--- config.mk ---
export PLATFORM = sky130hd
export DESIGN_NAME = int_iq_slot_reclaim
export DESIGN_NICKNAME = d
export VERILOG_FILES = /design/src/rtl/int_iq_slot_reclaim.sv
export SDC_FILE = /design/constraint.sdc
export NUM_CORES = 1
export LEC_CHECK = 0
export ABC_AREA = 1
export CAP_MARGIN = 20
export CORE_AREA = 5 5 142 144
export CTS_BUF_LIST = sky130_fd_sc_hd__clkbuf_4 sky130_fd_sc_hd__clkbuf_8
export CTS_CLUSTER_SIZE = 40
export DETAILED_ROUTE_END_ITERATION = 8
export DIE_AREA = 0 0 147 149
export HOLD_SLACK_MARGIN = 0.1
export PLACE_DENSITY = 0.61
export SYNTH_ARGS = -nofsm -noshare
export SYNTH_HDL_FRONTEND = slang
export SYNTH_HIERARCHICAL = 1
export SYNTH_SLANG_ARGS = --single-unit
export TNS_END_PERCENT = 1
--- constraint.sdc ---
create_clock -name Clk -period 8.4 [get_ports Clk]
set_clock_uncertainty 0.2 [all_clocks]
set_input_delay 0.84 -clock Clk [delete_from_list [all_inputs] [get_ports Clk]]
set_output_delay 0.84 -clock Clk [all_outputs]
set_load 0.02 [all_outputs]
--- src/rtl/int_iq_slot_reclaim.sv ---
// Integer issue-queue slot reclaim: tracks slot occupancy, collects slots vacated by
// issue and returns them lowest-index-first, one per cycle, to the slot free list.

module int_iq_slot_cell (
  input  logic Clk,
  input  logic Rest,
  input  logic Flush,
  input  logic rel_hit,
  input  logic iss_hit,
  input  logic alloc_hit,
  output logic occ,
  output logic pend
);
  // An issue that lands on the slot being released keeps it pending: it is a new vacancy.
  always_ff @(posedge Clk or posedge Rest) begin
    if (Rest) begin
      occ  <= 1'b0;
      pend <= 1'b0;
    end else if (Flush) begin
      occ  <= 1'b0;
      pend <= 1'b0;
    end else begin
      if (iss_hit) begin
        occ  <= 1'b0;
        pend <= 1'b1;
      end else if (rel_hit) begin
        pend <= 1'b0;
      end
      if (alloc_hit) occ <= 1'b1;
    end
  end
endmodule

module int_iq_slot_reclaim #(
  parameter int SLOTW   = 5,
  parameter int SLOTNUM = 32
) (
  input  logic               Clk,
  input  logic               Rest,
  input  logic               AllocValid,
  input  logic [SLOTW-1:0]   AllocSlot,
  input  logic [1:0]         IssueValid,
  input  logic [SLOTW-1:0]   IssueSlot0,
  input  logic [SLOTW-1:0]   IssueSlot1,
  input  logic               Flush,
  input  logic               FreeListFull,
  output logic               RelWable,
  output logic [SLOTW-1:0]   RelDin,
  output logic [SLOTNUM-1:0] Occupied,
  output logic [SLOTW:0]     PendingCnt,
  output logic               Idle,
  output logic               ErrBadRelease,
  output logic               ErrDoubleAlloc
);

  logic [SLOTNUM-1:0] pending;
  logic [SLOTNUM-1:0] iss_vec, rel_vec, alloc_vec;
  logic [SLOTNUM-1:0] occ_mid, pend_mid, pend_next;
  logic               iss0_ok, iss1_dup, iss1_ok;
  logic               bad_rel, dbl_alloc;
  logic [SLOTW:0]     cnt_next;

  // Lowest pending index wins the single write port.
  always_comb begin
    RelDin = '0;
    for (int i = SLOTNUM - 1; i >= 0; i--)
      if (pending[i]) RelDin = SLOTW'(i);
  end

  assign RelWable = (|pending) & ~FreeListFull & ~Flush;

  assign iss0_ok  = IssueValid[0] & Occupied[IssueSlot0];
  assign iss1_dup = IssueValid[1] & IssueValid[0] & (IssueSlot1 == IssueSlot0);
  assign iss1_ok  = IssueValid[1] & ~iss1_dup & Occupied[IssueSlot1];
  assign bad_rel  = ~Flush & ((IssueValid[0] & ~Occupied[IssueSlot0]) |
                              (IssueValid[1] & (iss1_dup | ~Occupied[IssueSlot1])));

  genvar g;
  generate
    for (g = 0; g < SLOTNUM; g++) begin : g_slot
      localparam logic [SLOTW-1:0] IDX = SLOTW'(g);
      assign iss_vec[g]   = (iss0_ok & (IssueSlot0 == IDX)) | (iss1_ok & (IssueSlot1 == IDX));
      assign rel_vec[g]   = RelWable & (RelDin == IDX);
      assign alloc_vec[g] = AllocValid & (AllocSlot == IDX);

      int_iq_slot_cell u_cell (
        .Clk       (Clk),
        .Rest      (Rest),
        .Flush     (Flush),
        .rel_hit   (rel_vec[g]),
        .iss_hit   (iss_vec[g]),
        .alloc_hit (alloc_vec[g]),
        .occ       (Occupied[g]),
        .pend      (pending[g])
      );
    end
  endgenerate

  // Alloc is judged against the state after this edge's release and issue are applied.
  assign occ_mid   = Occupied & ~iss_vec;
  assign pend_mid  = (pending & ~rel_vec) | iss_vec;
  assign pend_next = Flush ? '0 : pend_mid;
  assign dbl_alloc = ~Flush & AllocValid & (occ_mid[AllocSlot] | pend_mid[AllocSlot]);

  always_comb begin
    cnt_next = '0;
    for (int i = 0; i < SLOTNUM; i++)
      cnt_next = cnt_next + {{SLOTW{1'b0}}, pend_next[i]};
  end

  always_ff @(posedge Clk or posedge Rest) begin
    if (Rest) begin
      PendingCnt     <= '0;
      Idle           <= 1'b1;
      ErrBadRelease  <= 1'b0;
      ErrDoubleAlloc <= 1'b0;
    end else begin
      PendingCnt <= cnt_next;
      Idle       <= ~(|pend_next);
      if (bad_rel)   ErrBadRelease  <= 1'b1;
      if (dbl_alloc) ErrDoubleAlloc <= 1'b1;
    end
  end

endmodule

==> results of run 1 <==
==> final cells by class <==
type / count / share of cell area (%)
clock inverter: 7 / 0.9535
timing repair buffer: 93 / 10.14
inverter: 314 / 13.61
clock buffer: 9 / 1.430
sequential: 73 / 21.11
tap: 234 / 3.381
multi-input combinational: 759 / 49.38
==> Yosys cell counts (all sizes together), types with 6 or more instances <==
cell type,count,area (sq um)
o21ai,66,330.3
nor4,6,43.79
o221ai,8,70.07
fa,24,480.5
a22oi,17,127.6
ha,8,100.1
inv,312,1171
nand4,64,431.7
nand2,300,1272
dfrtp,72,1802
nor2,127,494.2
clkbuf,14,52.55
a21oi,84,540.5
nand3,14,70.07
buf,12,60.06
o21bai,8,60.06
==> layer usage <==
layer,global-route usage (%),part of all wire (%)
met5,0,0
met2,46.25,44
met4,13.28,4.8
met1,40.28,44
met3,5.318,7.6
==> worst max-delay path by stage <==
| stage | from | endpoint | cells after the start |
|---|---|---|---|
| after floorplan | IssueSlot1[1] | PendingCnt[4]$_DFF_PP0_ | 30 |
| after global placement | IssueSlot1[1] | PendingCnt[4]$_DFF_PP0_ | 28 |
| after detailed placement | IssueSlot1[1] | PendingCnt[4]$_DFF_PP0_ | 29 |
| after CTS | g_slot[1].u_cell/pend$_DFFE_PP0P_ | PendingCnt[4]$_DFF_PP0_ | 26 |
| after global routing | g_slot[1].u_cell/pend$_DFFE_PP0P_ | PendingCnt[4]$_DFF_PP0_ | 26 |
| final | IssueSlot1[1] | PendingCnt[4]$_DFF_PP0_ | 28 |
==> sequential cells by signal, indices dropped and copies added (netlist names) <==
name	count
g_slot.u_cell/occ	32
g_slot.u_cell/pend	32
PendingCnt	6
ErrBadRelease	1
ErrDoubleAlloc	1
Idle	1
==> cell families after synthesis <==
group,count (synthesis),synth area share [%]
adders and majority gates,32,7.850
buffers and inverters,340,17.46
and+or+nand+nor,518,31.81
xor gates and xnor gates,7,0.8290
DFF,73,24.72
AOI/OAI and AO/OA,202,17.34
==> tightest hold or removal path, delay by kind of cell (launching register included) <==
family	cells	cell delay, ps
and+or+nand+nor	1	50
buffers and inverters	1	40
DFF	1	360
==> power breakdown <==
group	switching [mW]	leakage [nW]	internal, mW	total [mW]
sequential	0.00780	1.00	0.359	0.367
clock	0.169	0.0988	0.142	0.311
combinational	0.173	2.80	0.0765	0.250
total	0.350	3.90	0.578	0.927
==> results.ini, run 1 <==
[critical_path]
critPathSlowestCell=clkdlybuf4s50_1
r2r.worst_path.cells=35
ff2ff_setup_slack_ps=770
critPathTopFamily=adder cells
startpoint_type=primary input
critPathMaxStageDelay_ps=680
crit_top_cell=fa_1
crit_buf_inv=4
worstPathArrival_ps=7760
endpoint_kind=flip-flop
r2r-end=PendingCnt[4]$_DFF_PP0_
r2r_start=g_slot[29].u_cell/pend$_DFFE_PP0P_
required_ps=8510
path_class=primary input to flip-flop
path_max_fanout=32

[clocking]
clockBufferDepth=2
cts_sinks=73
cts_tree=yes
h-tree-depth=3
clock_latency_ps=390
cts.clk_slew.worst_paths_ps=80
cts_resized=0
cts_inserted_buffers=9
post_cts_buffers=0
cts_root_buf=clkbuf_8
holdBufCountCts=0

[global_routing]
grt_pass1_wl_mm=48.68
antenna_found_initial=0
grt_overflow=0
grt_max_degree=47
grt_pass1_vias=7782
track_usage_pct=29.64

[synthesis]
ys_seq_elements=73
synth_edf_count=0
syn-num-nets=1226
synth-seq-area-share_pct=24.72
netlist_area_sq_mm=0.007396
synth_cell_type_count=43
syn_avg_cell_area_sq_um=6.310
postSynth.asyncResetShare_pct=100.0
ys_warn_count=6
synthCells=1172
ys.flop_type=dfrtp_1

[finish]
multi_input_area_sq_mm=0.004277
layout_commonest_cell=nand2_1
final_cell_mix=nand2_1, inv_1, nor2_1, dfrtp_1, clkdlybuf4s50_1
layout.nets=1304
instances_no_fill=1489
final_util_pct=46.61
seq_area_sq_mm=0.001828
design_area_sq_mm=0.008661
drive_above_1_share_pct=14.34
antenna_cells=0
area_growth_pct=17.10
fill_cells=2017

[timing]
maxSlewHeadroom_pct=34.87
whs_ps=282.5
worst_pin_slew_ps=973.3
fin_ws_ps=742.7
final.setup.tns_ps=0
rsz0062_at_grt=false
min_period_over_period_pct=91.16
slew_violations=0
max_freq_ghz=0.1306
setup_viol=0
finalHoldViolations=0
min_period_ps=7657

[worst_hold_path]
hold_path.class=flip-flop to flip-flop
min-delay-start=ErrDoubleAlloc$_DFFE_PP0P_
holdPathStages=2
worstHoldEndpoint=ErrDoubleAlloc$_DFFE_PP0P_

[run]
max-cap-violations=0

[drt]
drt_iter0_markers=867
vias=8042
dr.pass1.iters=5
vias_per_cell=5.401
wire_per_inst_um=22.06
wl_mm=32.84
ant_nets=0
drc=0

[floorplan]
start_util_pct=39.80
core.rowCount=50
die_w_um=147
die_height_um=149
coreArea_sq_mm=0.01858
die_area_sq_mm=0.02190
ios=69

[placement]
pre_cts_ws_ps=455.0
place_hpwl_mm=26.86
numPortBuffers=68
dpl_cell_area_sq_mm=0.008454
placed_cells=1473
place.gp.congestion=1.004

[power_and_ir_drop]
p_per_area_mw_per_mm2=107.1
ir_drop_uv=79.59
p_leak_nw=3.902
power_uw=927.5

[outcome]
outcome=finished clean

Note: power is estimated with default switching activity, not from simulation.
==> inputs of run 2 (changes only) <==
--- a/config.mk
+++ b/config.mk
@@ -16,2 +16,3 @@
 export PLACE_DENSITY = 0.61
+export SETUP_SLACK_MARGIN = 0.3
 export SYNTH_ARGS = -nofsm -noshare
--- a/constraint.sdc
+++ b/constraint.sdc
@@ -4,2 +4,2 @@
 set_output_delay 0.84 -clock Clk [all_outputs]
-set_load 0.02 [all_outputs]
+set_load 0.005 [all_outputs]
==> results of run 2 <==
The final DEF is identical to that of run 1. Status: finished clean.
Among the figures that moved: total power 0.9275 mW -> 0.9162 mW
==> inputs of run 3 (changes only) <==
REMOVE_ABC_BUFFERS = 1   (was not set)
==> run 3 against run 2 <==
Net effect: clock power increased by 16%; critical path type is now flip-flop to flip-flop; non-clock buffer count up 8; critical endpoint unchanged; final cell count up 0.54%; count of clock-buffer cells in the layout up 1; largest cell class unchanged.
==> results.ini, run 3 (synthesis results as in run 1) <==
[critical_path]
endpoint_kind=flip-flop
r2r-end=PendingCnt[4]$_DFF_PP0_
path_class=flip-flop to flip-flop
ff2ff_setup_slack_ps=680  ; -90 ps
critPathMaxStageDelay_ps=570  ; -110 ps
crit_top_cell=nand2_1
startpoint_type=flip-flop
r2r_start=g_slot[29].u_cell/pend$_DFFE_PP0P_
path_max_fanout=9  ; -72%
critPathSlowestCell=fa_1
required_ps=8500  ; about the same
worstPathArrival_ps=7820  ; +60 ps
r2r.worst_path.cells=50  ; +43%

[clocking]
holdBufCountCts=0  ; unchanged
cts.clk_slew.worst_paths_ps=80  ; about the same
post_cts_buffers=0  ; unchanged
clockBufferDepth=2  ; unchanged
cts_tree=yes
cts_resized=0  ; unchanged
cts_root_buf=clkbuf_8
h-tree-depth=3  ; unchanged
clock_latency_ps=390  ; about the same
cts_sinks=73  ; unchanged
cts_inserted_buffers=9  ; unchanged

[finish]
antenna_cells=0  ; unchanged
layout_commonest_cell=nand2_1
layout.nets=1312  ; +0.61%
design_area_sq_mm=0.008760  ; +1.1%
fill_cells=1995  ; -1.1%
drive_above_1_share_pct=15.04  ; +0.70 points
area_growth_pct=18.44
final_cell_mix=nand2_1, inv_1, nor2_1, dfrtp_1, clkdlybuf4s50_1
reg.largest.list=g_slot.u_cell/occ x32, g_slot.u_cell/pend x32, PendingCnt x6
final_util_pct=47.14  ; +0.53 points

[drt]
met2_wirelength_mm=13.79  ; -4.4%
vias=8082  ; +0.50%
top_layer_used=met4
wl_mm=31.49  ; -4.1%
met3_length_mm=2.512  ; +0.72%
drt_iter0_markers=973  ; +12%
ant_nets=0  ; unchanged
met1_length_mm=13.19  ; -8.1%
vias_per_cell=5.399  ; about the same
dr.pass1.iters=6  ; +1
drc=0  ; unchanged
wire_per_inst_um=21.04  ; -4.6%

[timing]
final.setup.tns_ps=0  ; unchanged
min_period_over_period_pct=91.86  ; +0.71 points
min_period_ps=7716  ; +59.23 ps
max_freq_ghz=0.1296  ; -0.77%
setup_viol=0  ; unchanged
maxSlewHeadroom_pct=31.02  ; -3.9 points
finalHoldViolations=0  ; unchanged
slew_violations=0  ; unchanged
rsz0062_at_grt=false
fin_ws_ps=683.5  ; -59.23 ps
worst_pin_slew_ps=1009  ; +35.38 ps

[global_routing]
antenna_found_initial=0  ; unchanged
grt_max_degree=41  ; -13%
grt_pass1_wl_mm=47.98  ; -1.4%
grt_pass1_vias=7974  ; +2.5%
grt_overflow=0  ; unchanged
track_usage_pct=28.99  ; -0.66 points

[floorplan]
die_area_sq_mm=0.02190  ; unchanged
die_w_um=147  ; unchanged
die_height_um=149  ; unchanged
start_util_pct=39.80  ; unchanged
ios=69  ; unchanged
core.rowCount=50  ; unchanged
coreArea_sq_mm=0.01858  ; unchanged

[outcome]
outcome=finished clean

[worst_hold_path]
hold_path.class=flip-flop to flip-flop
min-delay-start=ErrDoubleAlloc$_DFFE_PP0P_
holdPathStages=2  ; unchanged
worstHoldEndpoint=ErrDoubleAlloc$_DFFE_PP0P_

[power_and_ir_drop]
ir_drop_uv=64.52
p_per_area_mw_per_mm2=110.6
p_leak_nw=3.961  ; +1.5%

[placement]
place.gp.congestion=1.008  ; +0.39%
place_hpwl_mm=25.68  ; -4.4%
dpl_cell_area_sq_mm=0.008502  ; +0.56%
numPortBuffers=68  ; unchanged
pre_cts_ws_ps=245.2  ; -209.8 ps

[run]
max-cap-violations=0  ; unchanged

-- run 3: cell count changes in the layout (fill, tap and decap cells not counted), moves of 2 or more --
cell	before	now
buf_4	25	34
bufinv_16	1	3
inv_6	3	1
o21ai_0	25	23
-- run 3: power by group --
| group | total, mW | switching, mW | internal [mW] |
|---|---|---|---|
| Sequential | 0.367 | 0.00772 | 0.359 |
| Combinational | 0.242 | 0.163 | 0.0784 |
| Clock | 0.360 | 0.158 | 0.202 |
| Total | 0.969 | 0.329 | 0.640 |
-- run 3: worst max path at each step --
stage / from / end / slack [ps] / cells past startpoint
2_1_floorplan: IssueSlot1[0] / PendingCnt[4]$_DFF_PP0_ / 1300 / 29
5_1_grt: g_slot[30].u_cell/pend$_DFFE_PP0P_ / PendingCnt[4]$_DFF_PP0_ / 330 / 51
6_report: g_slot[29].u_cell/pend$_DFFE_PP0P_ / PendingCnt[4]$_DFF_PP0_ / 680 / 50
4_1_cts: IssueSlot0[1] / PendingCnt[4]$_DFF_PP0_ / 630 / 26
3_3_place_gp: IssueSlot0[1] / PendingCnt[4]$_DFF_PP0_ / 220 / 27
3_5_place_dp: IssueSlot0[1] / PendingCnt[4]$_DFF_PP0_ / 250 / 27
-- run 3: cell type report --
cell class	instances	area [sq um]	area share (%)
clock buffers	10	131.4	1.500
clock inverters	6	115.1	1.314
inverters	314	1179	13.46
multi-input cells	759	4288	48.95
flip-flops and latches	73	1828	20.87
well taps	234	292.8	3.342
repair buffers	101	925.9	10.57
-- run 3: layer usage --
metal / up-vias / GRT usage, %
li1: 3807 / -
met1: 3759 / 38.46
met2: 420 / 45.19
met3: 96 / 4.497
met4: 0 / 16.40
met5: - / 0
-- run 3: critical path: cells and delay by family, from the launching register on --
kind,cells,cell delay (ps)
AO/OA/AOI/OAI,1,150
XOR/XNOR,1,120
adder cells (fa/ha/maj),8,3640
buffers and inverters,4,340
flip-flops,1,460
AND/OR/NAND/NOR,36,2740
-- run 3: stage by stage --
| step | instances | hold slack, ps | power (mW) |
|---|---|---|---|
| 6_report | 1497 | 275.5 | 0.9689 |
| 5_1_grt | 1497 | 316.6 | 1.009 |
| 4_1_cts | 1497 | 279.9 | 0.9705 |
| 3_5_place_dp | 1481 | 258.5 | 0.6106 |
| 3_3_place_gp | 1481 | 246.4 | 0.6111 |
| 2_1_floorplan | 1146 | 256.8 | 0.4982 |
